[src/rtl/sonic_rx_chan_40_66.sv]
// sonic_rx_chan_40_66: 40-bit to 66-bit receive channel.
// A gearbox turns the 40-bit transceiver words into 66-bit candidate blocks.
// A lock FSM tests the sync headers of those blocks and slips the gearbox one
// bit at a time until the block boundary is found. A self-synchronising
// x^58 + x^39 + 1 descrambler recovers the payload. Registered results are
// presented one cycle after each candidate block.
module sonic_rx_chan_40_66 (
    input  logic        clk,
    input  logic        reset_n,
    input  logic [39:0] data_in,
    output logic [65:0] data_out,
    output logic        data_valid,
    output logic        block_lock,
    output logic        hdr_err
);

    typedef enum logic [1:0] {
        LOCK_INIT = 2'd0,
        TEST_SH   = 2'd1,
        SLIP_WAIT = 2'd2,
        LOCKED    = 2'd3
    } lock_state_t;

    localparam logic [6:0] WORD_BITS  = 7'd40;
    localparam logic [6:0] BLOCK_BITS = 7'd66;
    localparam logic [6:0] SH_TARGET  = 7'd64;
    localparam logic [4:0] BAD_LIMIT  = 5'd16;

    // ------------------------------------------------------------------
    // Gearbox state
    // ------------------------------------------------------------------
    // The buffer holds the bits that were not yet emitted. Bit 0 is the
    // oldest bit. Bits at and above 'fill' are always zero, so each new word
    // can simply be OR-ed in at position 'fill'. Between cycles the fill
    // count never exceeds 65. After the append it is therefore at most 105,
    // which is exactly the 105-bit buffer width. A fill count above 104
    // never has to be held.
    logic [104:0] gb_buf;
    logic [6:0]   fill;
    logic         slip_pend;

    logic [104:0] appended;
    logic [104:0] remainder;
    logic [104:0] gb_buf_next;
    logic [6:0]   fill_appended;
    logic [6:0]   fill_next;
    logic         slip_pend_next;
    logic         slip_do;

    logic         cand_valid;
    logic [65:0]  cand_blk;

    // ------------------------------------------------------------------
    // Lock FSM state
    // ------------------------------------------------------------------
    lock_state_t  state;
    logic [6:0]   sh_cnt;
    logic [4:0]   bad_cnt;
    logic         wait_cnt;

    logic         hdr_bad;
    logic [6:0]   sh_inc;
    logic [4:0]   bad_inc;
    logic         lock_loss;
    logic         slip_req;

    // ------------------------------------------------------------------
    // Descrambler state
    // ------------------------------------------------------------------
    // scr_state[57] is the most recently received scrambled payload bit.
    logic [57:0]  scr_state;
    logic [121:0] scr_hist;
    logic [63:0]  payload_descr;

    // Append the new word, emit a block when 66 bits are present, then apply
    // any slip to the bits left over.
    always_comb begin
        // NOTE: every signal driven here gets a value on every path first.
        // This keeps the block purely combinational, so no latch is inferred.
        appended       = gb_buf | ({65'd0, data_in} << fill);
        fill_appended  = fill + WORD_BITS;
        cand_valid     = (fill_appended >= BLOCK_BITS);
        cand_blk       = appended[65:0];
        remainder      = appended;
        fill_next      = fill_appended;
        slip_pend_next = 1'b0;

        if (cand_valid) begin
            remainder = appended >> 66;
            fill_next = fill_appended - BLOCK_BITS;
        end

        // Drop the oldest leftover bit. If emitting the block left nothing
        // behind, the slip is held over to the next cycle, so it is never lost.
        slip_do     = slip_req | slip_pend;
        gb_buf_next = remainder;
        if (slip_do) begin
            if (fill_next != 7'd0) begin
                gb_buf_next = remainder >> 1;
                fill_next   = fill_next - 7'd1;
            end else begin
                slip_pend_next = 1'b1;
            end
        end
    end

    // Register the gearbox buffer, its fill count and any held-over slip.
    always_ff @(posedge clk or negedge reset_n) begin
        if (!reset_n) begin
            gb_buf    <= '0;
            fill      <= '0;
            slip_pend <= 1'b0;
        end else begin
            // NOTE: sequential state uses non-blocking assignments. All
            // registers then update together at the edge, whatever the order
            // in which the blocks are written.
            gb_buf    <= gb_buf_next;
            fill      <= fill_next;
            slip_pend <= slip_pend_next;
        end
    end

    // Classify the header of the current candidate and decide whether it
    // triggers a slip or a loss of lock.
    always_comb begin
        hdr_bad   = (cand_blk[1] == cand_blk[0]);
        sh_inc    = sh_cnt + 7'd1;
        bad_inc   = bad_cnt + {4'd0, hdr_bad};
        lock_loss = 1'b0;
        slip_req  = 1'b0;
        if (cand_valid && (state == TEST_SH)) begin
            if (block_lock) begin
                lock_loss = (bad_inc == BAD_LIMIT);
                slip_req  = (bad_inc == BAD_LIMIT);
            end else begin
                slip_req  = hdr_bad;
            end
        end
    end

    // Lock FSM: count headers, slip on errors, and set or clear block_lock.
    always_ff @(posedge clk or negedge reset_n) begin
        if (!reset_n) begin
            state      <= LOCK_INIT;
            sh_cnt     <= '0;
            bad_cnt    <= '0;
            wait_cnt   <= 1'b0;
            block_lock <= 1'b0;
        end else begin
            case (state)
                LOCK_INIT: begin
                    sh_cnt   <= '0;
                    bad_cnt  <= '0;
                    wait_cnt <= 1'b0;
                    state    <= TEST_SH;
                end
                TEST_SH: begin
                    if (cand_valid) begin
                        if (slip_req) begin
                            // Loss of lock wins over the 64-block window
                            // ending on the same candidate.
                            block_lock <= 1'b0;
                            sh_cnt     <= '0;
                            bad_cnt    <= '0;
                            wait_cnt   <= 1'b0;
                            state      <= SLIP_WAIT;
                        end else if (sh_inc == SH_TARGET) begin
                            // When unlocked, reaching this point means all 64
                            // headers were good. Any bad header would have
                            // slipped.
                            sh_cnt     <= '0;
                            bad_cnt    <= '0;
                            block_lock <= 1'b1;
                            if (!block_lock) begin
                                state <= LOCKED;
                            end
                        end else begin
                            sh_cnt  <= sh_inc;
                            bad_cnt <= bad_inc;
                        end
                    end
                end
                SLIP_WAIT: begin
                    // Let two blocks at the new alignment pass before testing.
                    if (cand_valid) begin
                        if (wait_cnt) begin
                            wait_cnt <= 1'b0;
                            state    <= TEST_SH;
                        end else begin
                            wait_cnt <= 1'b1;
                        end
                    end
                end
                LOCKED: begin
                    sh_cnt  <= '0;
                    bad_cnt <= '0;
                    state   <= TEST_SH;
                end
                default: begin
                    state <= LOCK_INIT;
                end
            endcase
        end
    end

    // Descramble the payload of the current candidate: for each payload bit,
    // out[i] = in[i] ^ in[i-39] ^ in[i-58], reaching back into earlier blocks.
    always_comb begin
        scr_hist      = {cand_blk[65:2], scr_state};
        payload_descr = '0;
        for (int i = 0; i < 64; i++) begin
            payload_descr[i] = scr_hist[i + 58] ^ scr_hist[i + 19] ^ scr_hist[i];
        end
    end

    // Update the descrambler history on every candidate, locked or not.
    // Register the block and its status flags one cycle after emission.
    always_ff @(posedge clk or negedge reset_n) begin
        if (!reset_n) begin
            scr_state  <= '0;
            data_out   <= '0;
            data_valid <= 1'b0;
            hdr_err    <= 1'b0;
        end else begin
            data_valid <= cand_valid && block_lock && !lock_loss &&
                          (state != SLIP_WAIT);
            hdr_err    <= cand_valid && block_lock && hdr_bad;
            if (cand_valid) begin
                scr_state <= cand_blk[65:8];
                data_out  <= {payload_descr, cand_blk[1:0]};
            end
        end
    end

endmodule

[config.mk]
export PLATFORM = sky130hd
export DESIGN_NAME = sonic_rx_chan_40_66
export DESIGN_NICKNAME = d
export VERILOG_FILES = /design/src/rtl/sonic_rx_chan_40_66.sv
export SDC_FILE = /design/constraint.sdc
export NUM_CORES = 1
export LEC_CHECK = 0
export BUFFER_PORTS_ARGS = -buffer_cell sky130_fd_sc_hd__buf_2
export CORE_MARGIN = 4
export CORE_UTILIZATION = 62
export DETAILED_ROUTE_END_ITERATION = 7
export PLACE_DENSITY = 0.8
export SLEW_MARGIN = 40
export SYNTH_ARGS = -nofsm -noshare
export SYNTH_HDL_FRONTEND = slang
export SYNTH_SLANG_ARGS = --single-unit
[constraint.sdc]
create_clock -name clk -period 4 [get_ports clk]
set_input_delay 0.4 -clock clk [delete_from_list [all_inputs] [get_ports clk]]
set_output_delay 0.4 -clock clk [all_outputs]
set_load 0.05 [all_outputs]
# Word level (Yosys, flattened, before mapping)
# Cells that the tools add are included.
[word_totals]
reg_bits = 255
inputBits = 42
out_inout_bits = 69
word_cells = 212
[classes]
addsub = 5
order_cmp = 1
eq_ne = 13
shifts = 1
muxes = 34
n_bitwise = 130
reduce_logical = 16
[op_table]
columns = ["op", "n"]
rows = [
  ["105-bit 2-to-1 mux", 3],
  ["1-bit bitwise XOR", 128],
  ["105-bit OR", 1],
  ["40-bit by 7-bit left shift with 105-bit output", 1],
  ["7-bit 2-to-1 mux", 6],
  ["5-bit 2-to-1 mux", 3],
  ["7-bit case mux with 2 select lines", 1],
  ["1-bit 2-to-1 mux", 12],
  ["2-bit 2-to-1 mux", 6],
  ["2-bit != test (second input constant)", 5],
  ["5-bit case mux with 2 select lines", 1],
  ["7-bit by 1-bit adder with 7-bit output (second input constant)", 1],
  ["7-bit by 6-bit adder with 7-bit output (second input constant)", 1],
  ["7-bit == test (second input constant)", 1],
  ["7-bit >= comparator (second input constant)", 1],
  ["7-bit nonzero test", 1],
  ["7-bit by 1-bit subtractor with 7-bit output (second input constant)", 1],
  ["7-bit subtractor (second input constant)", 1],
  ["2-bit case mux with 3 select lines", 1],
  ["5-bit by 1-bit adder with 5-bit output", 1],
  ["5-bit == test (second input constant)", 1],
  ["1-bit logical AND", 5],
  ["5-bit AND reduction", 1],
  ["2-bit == test (second input constant)", 2],
  ["14 further kinds", 15],
]

# Logic depth before layout (Yosys ltp)
[logic_depth]
ltp_word = 10
mapped_depth = 16
depth_no_buf = 12

# Worst setup path after synthesis
# No wires, ideal clock.
[synth_path]
kind = "register to register"
start = "register fill[2]"
end = "register gb_buf[20]"
setup_time_ns = 0.146
arrival_time_ns = 3.446
slack_ns = 0.408
stages_incl_launch_ff = 17
synth_period_minus_slack_ns = 3.592
path_cell_list = "dfrtp_1 clkbuf_1 clkinv_1 buf_2 buf_1 ha_1 o211a_1 nor2_1 clkbuf_1 xnor2_1 ha_1 nand2_1 o2bb2ai_2 buf_2 buf_4 mux2i_1 mux2i_1"
[synth_between]
elab_chain_len = 9
[synth_rtl]
columns = ["item", "line", "text"]
rows = [
  ["start, declared", "39", "logic [6:0] fill;"],
  ["start signal, assigned", "118", "fill <= fill_next;"],
  ["40-bit by 7-bit left shift with 105-bit output", "80", "appended = gb_buf | ({65'd0, data_in} << fill);"],
  ["105-bit OR", "80", ""],
  ["1-bit == test", "126", "hdr_bad = (cand_blk[1] == cand_blk[0]);"],
  ["5-bit by 1-bit adder with 5-bit output", "128", "bad_inc = bad_cnt + {4'd0, hdr_bad};"],
  ["5-bit == test", "134", "slip_req = (bad_inc == BAD_LIMIT);"],
  ["1-bit 2-to-1 mux", "132", "if (block_lock) begin"],
  ["1-bit 2-to-1 mux", "131", "if (cand_valid && (state == TEST_SH)) begin"],
  ["1-bit OR", "95", "slip_do = slip_req | slip_pend;"],
  ["105-bit 2-to-1 mux *", "97", "if (slip_do) begin"],
  ["named net gb_buf_next[20]", "44", "logic [104:0] gb_buf_next;"],
  ["end signal, assigned", "117", "gb_buf <= gb_buf_next;"],
  ["end, declared", "38", "logic [104:0] gb_buf;"],
]
# The timed path passes the listed nets; every way through them passes the cells marked *.
# A chain may end at the register's enable or synchronous reset.

# Worst setup path in the final report
[layout_path]
start = "register fill[0]"
end = "register gb_buf[16]"
# Same word-level chain as after synthesis.

==> out/qor.yml <==
setup_viol_count_final: 0
io_buffers: 110
timing.fmax_mhz: 265.9
drv_cap: 0
avgSynthCellArea_um2: 9.935
final_core_util: 0.7207
synth.area.mux_share: 0.1931
yosys.area_share.simple: 0.1189
grt_first_pass_wirelength_mm: 84.81
worstSetupPathType: "flip-flop to flip-flop"
design.core.area_mm2: 0.02606
cp.arrival_ns: 4.22
synth_cell_types: 87
start_util: 0.6306
setup_tns_ns: 0
n_antenna_cell: 0
rsz0062_at_grt: "no"
drt_iter0_drc: 1966
ys_seq_area_frac: 0.3883
outcome: "finished clean"
fillerInstances: 1887
crit_top_cell: "ha_1"
vias_per_cell: 6.757
clock_latency_ns: 0.58
crit_chain: "and2b_1, a41o_1, a221oi_1, buf_4, inv_1, ha_1, ha_1, nor3b_1, a41oi_2, o2bb2ai_4, buf_12, mux2_2, mux2i_1"
antenna_found_initial: 0
drc_errors: 0
cp.depth: 13
endpoint_kind: "flip-flop"
cp-start-kind: "flip-flop"
fin_nets: 1820
synth_edf_count: 0
use_met3: 0.1114
synth_top_family_by_area: "multiplexers"
cts.sinks: 255
wire_per_inst_um: 26.33
finalHoldViolations: 0
io-pin-count: 111
drive_above_1_share: 0.2166
async_reset_ff_frac: 1.000
cp_max_fo: 42
grt_max_degree: 144
hpwlAfterDp_mm: 41.18
vias: 14370
tightest_slew_ns: 0.9550
syn_nets: 1705
cts_made_buffers: 29
die_h_um: 170.8
overflow: 0
use_met1: 0.5341
final_cell_mix: "dfrtp_1, nand2_1, mux2i_1, nor2_1, buf_2"
min_path_type: "input port to async pin"
cts_tree: "built"
synthToLayoutAreaGrowth_pct: 14.29
slew_headroom: 0.3595
clockBufferDepth: 3
drtAntennaViolNets: 0
critical_path.max_stage_delay_ns: 0.48
synth_flop_cell: "dfrtp_1"
yosys_warnings: 0
r2r_cells: 13
yosys_register_bits: 255
path_clk_slew_ns: 0.06
die_area_mm2: 0.02917
place_congestion: 0.9961
fp-row-count: 59
postCtsSetupBuffers: 0
clockRootBuffer: "clkbuf_16"
busiest_layer: "met2"
synth_area_mm2: 0.01643
cp.required_ns: 4.46
finalCritPeriodShare: 0.9403
synth_compound_area_frac: 0.1772
firstDrtPassIters: 6
grtUsageMet2: 0.5598
mostFrequentLayoutCell: "dfrtp_1"
path_buf_inv: 3
final_max_slew_viol_count: 0
cp_top_family: "compound AO/OA/AOI/OAI gates"
synthAdderAreaFrac: 0.006852
die_w_um: 170.8
htree_levels: 1
netlist_instances: 1654
grt_pass1_vias: 13810
period_minus_slack_ns: 3.761
track_usage: 0.3806
slowest_stage: "dfrtp_4"
drt-total-wl_mm: 55.97
finClkSkew_ns: 0.03534
synthXorXnorAreaFrac: 0.07492
==> final timing paths <==
kind                                     startpoint                       end  slack, ns
max                             fill[0]$_DFFE_PN0P_      gb_buf[16]$_DFF_PN0_       0.24
min                                         reset_n  data_out[56]$_DFFE_PN0N_       0.24
max reg2reg                     fill[0]$_DFFE_PN0P_      gb_buf[16]$_DFF_PN0_       0.24
min reg2reg                data_out[17]$_DFFE_PN0N_  data_out[17]$_DFFE_PN0N_       0.47
max in group asynchronous                   reset_n      gb_buf[93]$_DFF_PN0_       2.55
min in group clk           data_out[17]$_DFFE_PN0N_  data_out[17]$_DFFE_PN0N_       0.47
==> state kept, by name, indices dropped and copies added, names as in the netlist, 2 cells and up <==
| signal | count |
|---|---|
| gb_buf | 105 |
| data_out | 66 |
| scr_state | 58 |
| fill | 7 |
| sh_cnt | 7 |
| bad_cnt | 5 |
| state | 2 |
==> logic make-up after synthesis <==
| group | after synthesis |
|---|---|
| simple gates | 457 |
| flops | 255 |
| fa+ha+maj | 9 |
| buf+inv | 144 |
| compound gates | 404 |
| mux | 246 |
| xor+xnor | 139 |
==> metrics by stage <==
stage / instance area [µm²] / setup slack (ns) / hold slack, ns / std cells
after floorplan: 16430 / 0.4076 / 0.1044 / 1654
after global placement: 17670 / 0.3237 / 0.4568 / 2070
after detailed placement: 17730 / 0.2082 / 0.2211 / 2072
after CTS: 18770 / 0.1974 / 0.2481 / 2126
after global routing: 18780 / 0.03791 / 0.2538 / 2126
final: 18780 / 0.2386 / 0.2447 / 2126
==> layout make-up <==
class | instances | area, µm² | area share
clock buffers | 34 | 774.5 | 0.04124
clock inverters | 19 | 256.5 | 0.01366
inverters | 24 | 90.09 | 0.004796
multi-input cells | 1255 | 9432 | 0.5022
flip-flops and latches | 255 | 6389 | 0.3402
well taps | 335 | 419.2 | 0.02232
repair buffers | 204 | 1421 | 0.07568
==> timing repair <==
| action | in CTS | in global routing |
|---|---|---|
| resized for setup | 0 | 1 |
| hold buffers | 1 | 0 |
| endpoints found under the setup margin | 0 | 3 |
| endpoints found under the hold margin | 100 | 0 |
==> layer usage <==
metal  part of all wire  vias up
li1                   -     6272
met1               0.39     7025
met2               0.44      890
met3               0.12      178
met4              0.049        0
met5                  0        -
==> synth_stat cells, drive strengths merged, types with 18 or more instances <==
library cell | count | area share
a211oi | 28 | 0.013
a21oi | 62 | 0.020
a221o | 36 | 0.022
a221oi | 26 | 0.020
buf | 53 | 0.020
clkbuf | 67 | 0.015
dfrtp | 255 | 0.39
inv | 22 | 0.0050
mux2 | 58 | 0.040
mux2i | 140 | 0.085
mux4 | 48 | 0.068
nand2 | 239 | 0.055
nor2 | 123 | 0.028
nor3 | 18 | 0.0058
o21ai | 127 | 0.039
xnor2 | 104 | 0.055
xor2 | 34 | 0.018
Power is not shown: default switching activity piles up to over one toggle a cycle in this logic, so the estimate is an artifact.
